$ cat src/rtl/seg7_scan_driver.sv
// Multiplexed 7-segment scan driver: double-buffered frame input, blank gap between digits,
// and 16-level PWM brightness. Frames are swapped only at the end of a complete scan.
module seg7_scan_driver #(
   parameter int NUM_DIGITS     = 4,
   parameter int SCAN_DIV       = 2500,
   parameter int BLANK_CYCLES   = 16,
   parameter int SEG_ACTIVE_LOW = 0,
   parameter int DIG_ACTIVE_LOW = 1
) (
   input  logic                    clk,
   input  logic                    rst_n,
   input  logic                    ena,
   input  logic [7*NUM_DIGITS-1:0] frame_data,
   input  logic                    frame_valid,
   output logic                    frame_ready,
   input  logic [3:0]              brightness,
   output logic [6:0]              seg_out,
   output logic [NUM_DIGITS-1:0]   dig_en,
   output logic                    frame_done
);

   localparam int SLOT_W  = (SCAN_DIV > 2) ? $clog2(SCAN_DIV) : 1;
   localparam int IDX_W   = (NUM_DIGITS > 2) ? $clog2(NUM_DIGITS) : 1;
   localparam int FRAME_W = 7 * NUM_DIGITS;

   localparam logic [SLOT_W-1:0] SLOT_LAST = SLOT_W'(SCAN_DIV - 1);
   localparam logic [SLOT_W-1:0] BLANK_END = SLOT_W'(BLANK_CYCLES);
   localparam logic [IDX_W-1:0]  IDX_LAST  = IDX_W'(NUM_DIGITS - 1);

   localparam logic [6:0]            SEG_OFF = (SEG_ACTIVE_LOW != 0) ? 7'h7F : 7'h00;
   localparam logic [NUM_DIGITS-1:0] DIG_OFF = (DIG_ACTIVE_LOW != 0) ? '1 : '0;

   generate
      if (SCAN_DIV <= BLANK_CYCLES + 1) begin : g_bad_scan_div
         $error("seg7_scan_driver: SCAN_DIV must exceed BLANK_CYCLES+1");
      end
      if (NUM_DIGITS < 2 || NUM_DIGITS > 8) begin : g_bad_num_digits
         $error("seg7_scan_driver: NUM_DIGITS must be in 2..8");
      end
   endgenerate

   typedef enum logic {
      ST_BLANK = 1'b0,
      ST_DRIVE = 1'b1
   } scan_state_t;

   scan_state_t        state;
   logic [SLOT_W-1:0]  slot_cnt;
   logic [SLOT_W-1:0]  slot_nxt;
   logic [IDX_W-1:0]   digit_idx;
   logic [3:0]         pwm_cnt;
   logic               slot_wrap;
   logic               frame_end;

   logic [FRAME_W-1:0] disp_buf;
   logic [FRAME_W-1:0] pend_buf;
   logic               pend_full;

   logic               lit_p0;
   logic [6:0]         pat_p0;

   // Physical level for the segment lines; a dark digit always shows the off pattern.
   function automatic logic [6:0] seg_level(input logic [6:0] pat, input logic on);
      logic [6:0] lvl;
      lvl = on ? pat : 7'h00;
      return (SEG_ACTIVE_LOW != 0) ? ~lvl : lvl;
   endfunction

   function automatic logic [NUM_DIGITS-1:0] dig_level(input logic [IDX_W-1:0] idx,
                                                       input logic on);
      logic [NUM_DIGITS-1:0] sel;
      for (int i = 0; i < NUM_DIGITS; i++) begin
         sel[i] = on && (idx == IDX_W'(i));
      end
      return (DIG_ACTIVE_LOW != 0) ? ~sel : sel;
   endfunction

   assign slot_wrap   = (slot_cnt == SLOT_LAST);
   assign frame_end   = slot_wrap && (digit_idx == IDX_LAST);
   assign slot_nxt    = slot_wrap ? '0 : slot_cnt + 1'b1;
   assign frame_ready = !pend_full;

   // Stage p0: decide lighting and fetch the current digit's pattern.
   assign lit_p0 = (state == ST_DRIVE) && ena && (pwm_cnt <= brightness);

   always_comb begin
      pat_p0 = 7'h00;
      for (int i = 0; i < NUM_DIGITS; i++) begin
         if (digit_idx == IDX_W'(i)) begin
            pat_p0 = disp_buf[7*i +: 7];
         end
      end
   end

   // Stage p1: scan counters, blank/drive FSM and registered pin drive.
   always_ff @(posedge clk or negedge rst_n) begin
      if (!rst_n) begin
         state      <= ST_BLANK;
         slot_cnt   <= '0;
         digit_idx  <= '0;
         pwm_cnt    <= 4'd0;
         seg_out    <= SEG_OFF;
         dig_en     <= DIG_OFF;
         frame_done <= 1'b0;
      end else begin
         slot_cnt   <= slot_nxt;
         frame_done <= frame_end;
         seg_out    <= seg_level(pat_p0, lit_p0);
         dig_en     <= dig_level(digit_idx, lit_p0);

         if (slot_wrap) begin
            digit_idx <= (digit_idx == IDX_LAST) ? '0 : digit_idx + 1'b1;
         end

         case (state)
            ST_BLANK: begin
               if (slot_nxt >= BLANK_END) begin
                  state   <= ST_DRIVE;
                  pwm_cnt <= 4'd0;
               end
            end
            ST_DRIVE: begin
               pwm_cnt <= pwm_cnt + 4'd1;
               if (slot_nxt < BLANK_END) begin
                  state <= ST_BLANK;
               end
            end
            default: state <= ST_BLANK;
         endcase
      end
   end

   // Pending/display double buffer; ready is low while pending is full, so swap and accept never collide.
   always_ff @(posedge clk or negedge rst_n) begin
      if (!rst_n) begin
         disp_buf  <= '0;
         pend_buf  <= '0;
         pend_full <= 1'b0;
      end else if (frame_end && pend_full) begin
         disp_buf  <= pend_buf;
         pend_full <= 1'b0;
      end else if (frame_valid && !pend_full) begin
         pend_buf  <= frame_data;
         pend_full <= 1'b1;
      end
   end

endmodule

$ cat config.mk
export PLATFORM = sky130hd
export DESIGN_NAME = seg7_scan_driver
export DESIGN_NICKNAME = d
export VERILOG_FILES = /design/src/rtl/seg7_scan_driver.sv
export SDC_FILE = /design/constraint.sdc
export NUM_CORES = 1
export LEC_CHECK = 0
export ABC_AREA = 1
export BUFFER_PORTS_ARGS = -buffer_cell sky130_fd_sc_hd__clkbuf_2
export CORE_MARGIN = 8
export CORE_UTILIZATION = 57
export DETAILED_ROUTE_END_ITERATION = 7
export PLACE_DENSITY = 0.79
export SLEW_MARGIN = 20
export SYNTH_ARGS = -nofsm -noshare
export SYNTH_HDL_FRONTEND = slang
export SYNTH_SLANG_ARGS = --single-unit
$ cat constraint.sdc
create_clock -name clk -period 2.1 [get_ports clk]
set_input_delay 0.105 -clock clk [delete_from_list [all_inputs] [get_ports clk]]
set_output_delay 0.105 -clock clk [all_outputs]
set_load 0.1 [all_outputs]
==> impl_metrics.py <==
metrics = {
    "detailed_routing": {
        "vias_per_cell": 5.30,
        "detail_route.wl_per_cell_um": 15.2,
        "firstDrtPassIters": 4,
        "drc": 0,
        "drtIter0Drc": 101,
        "ant_nets": 0,
        "vias": 2720,
        "finalWirelength_um": 7800,
    },
    "clock_tree": {
        "postCtsSetupRepairBufs": 0,
        "root_buffer": "clkbuf_8",
        "cts_buffer_depth": 2,
        "cts_tree": "done",
        "cts_made_buffers": 9,
        "clk_pin_slew_ns": 0.09,
        "clock_sinks": 88,
        "clk-insertion-delay-late_ns": 0.36,
        "cts.htree.levels": 3,
    },
    "pwr": {
        "power.density_mw_per_mm2": 692,
        "power.total_uw": 3300,
        "p_leak_uw": 0.00249,
        "ir_worst_vdd_v": 0.000565,
    },
    "synthesis": {
        "syn-cell-area_mm2": 0.00387,
        "netlist_top_cells_area": "dfrtp_1, mux2_2, nand2_1",
        "syn_area_per_cell_um2": 11.3,
        "synth.largest_area_cell": "dfrtp_1",
        "synth_top_area_share": 0.543,
        "yosysWarnings": 0,
        "synth_seq_cells": 88,
        "yosysSeqAreaShare": 0.571,
        "syn_inst": 341,
        "synthDistinctLibCells": 25,
        "syn-num-nets": 387,
    },
    "critical_path": {
        "rr_startpoint": "slot_cnt[0]",
        "startpoint_type": "flip-flop",
        "end_kind": "flip-flop",
        "crit_buf_inv": 1,
        "r2r_end": "disp_buf[6]",
        "crit_chain": "ha_1, nand2_1, nor2_1, nand3_2, nor2_4, nand2_2, buf_4, mux2_2",
        "reg2reg_depth": 8,
        "arrival_ns": 2.16,
        "critPathTopFamily": "simple AND/OR/NAND/NOR gates",
        "cp_slowest_stage_delay_ns": 0.38,
        "path_max_fanout": 11,
        "critPathSlowestCell": "dfrtp_1",
        "r2r_setup_slack_ns": 0.17,
        "critical_path_class": "reg2reg",
        "crit_cells": 8,
        "cp.required_ns": 2.34,
    },
    "finish": {
        "postLayoutCellArea_mm2": 0.00477,
        "n_antenna_cell": 0,
        "layout_commonest_cell": "dfrtp_1",
        "areaGrowthSynthToFinish_pct": 23.2,
        "fin_nets": 474,
        "post-route-util": 0.713,
        "fillerInstances": 470,
        "layout_common_cells": "dfrtp_1, mux2_2, clkbuf_2, nand2_1, inv_1",
        "drive_above_1_share": 0.323,
    },
    "grt": {
        "grtUsageTotal": 0.173,
        "grt_pass1_wl_um": 13300,
        "grt_max_degree": 46,
        "grt_pass1_vias": 2983,
        "antenna_found_initial": 0,
        "grt_overflow": 0,
    },
    "placed_design": {
        "port_buffers": 48,
        "gp_congestion": 0.841,
        "placed_area_mm2": 0.00423,
        "dp_hpwl_um": 5390,
    },
    "worst_hold_path": {
        "min_path_type": "in2async",
    },
    "die": {
        "ios": 49,
        "start_util": 0.579,
        "core_area_mm2": 0.00668,
        "placementRows": 30,
        "die_x_um": 98.4,
        "dieArea_mm2": 0.00968,
        "chipHeight_um": 98.4,
    },
    "timing": {
        "period_share": 0.918,
        "worst_pin_slew_ns": 0.561,
        "timing.slew.headroom": 0.626,
        "drv_slew": 0,
        "final_hold_viol_count": 0,
        "max_freq_ghz": 0.519,
        "tns_ns": 0,
        "clock-skew-final_ns": 0.0120,
        "whs_ns": 0.281,
        "min_period_ns": 1.93,
        "setup_viol": 0,
        "rsz0062_at_grt": "no",
    },
    "job": {
        "maxCapViolCount": 0,
    },
    "outcome": {
        "status": "finished, final reports clean",
    },
}
registers in the layout, summed over array words and instances, names as in the netlist:
signal	flops
state	1
frame_done	1
seg_out	7
slot_cnt	12
pend_buf	28
dig_en	4
disp_buf	28
pend_full	1
digit_idx	2
pwm_cnt	4
layer usage:
layer | track usage | part of all wire | vias to the layer above
met5 | 0 | 0 | -
met4 | 0.0791 | 0.019 | 0
met3 | 0.0469 | 0.050 | 14
met2 | 0.306 | 0.53 | 72
met1 | 0.187 | 0.40 | 1317
li1 | - | - | 1317
area by class of cell:
type,count,area (um^2),share of cell area
Sequential cell,88,2210,0.463
Multi-Input combinational cell,205,1460,0.307
Timing Repair Buffer,85,623,0.131
Inverter,39,146,0.0307
Clock buffer,9,124,0.0260
Clock inverter,7,101,0.0213
Tap cell,80,100,0.0210
report_power, final:
group / leakage (uW) / internal, uW / switching, uW
combinational: 0.00124 / 115 / 85.6
sequential: 0.00114 / 1760 / 38.5
clock: 0.000106 / 680 / 622
total: 0.00249 / 2550 / 746
synth_stat cells:
master and count:
inv_2 4, nor2_1 23, a32o_1 1, mux2_2 47
nand2_2 1, nand3_2 1, ha_1 10, mux2_4 9
nand4_1 11, buf_6 2, nand3_1 12, a21oi_1 13
nor3_1 2, xor2_1 3, inv_1 35, a22oi_1 7
nor2_4 1, clkbuf_1 3, nor2_2 1, buf_2 4
o21ai_0 16, dfrtp_1 84, dfstp_2 4, or2_2 1
nand2_1 46
logic make-up after synthesis:
logic type,count (synthesis),synth area share
and+or+nand+nor,99,0.113
DFF,88,0.571
xor gates and xnor gates,3,0.00679
muxes,56,0.172
buffers and inverters,48,0.0517
AOI/OAI and AO/OA,37,0.0537
adders and majority gates,10,0.0323
worst max-delay path by stage:
stage                            from            to  slack, ns
after floorplan             pend_full  pend_buf[10]       0.03
after global placement    slot_cnt[0]   disp_buf[2]       0.28
after detailed placement  slot_cnt[0]   disp_buf[1]       0.20
after CTS                 slot_cnt[0]   disp_buf[6]       0.17
after global routing      slot_cnt[0]    pwm_cnt[0]       0.03
final                     slot_cnt[0]   disp_buf[6]       0.17
metrics by stage:
stage          cells  setup slack [ns]
6_report         513             0.173
3_3_place_gp     466             0.282
4_1_cts          513             0.170
3_5_place_dp     466             0.203
2_1_floorplan    341            0.0348
5_1_grt          513            0.0275
what timing repair did:
item | 4_1_cts | 5_1_grt
endpoints found under the setup margin | 0 | 3
hold endpoints to repair | 70 | 0
resized for setup | 0 | 1
hold buffers | 31 | 0
No activity file was read; power rests on OpenSTA's default activity.
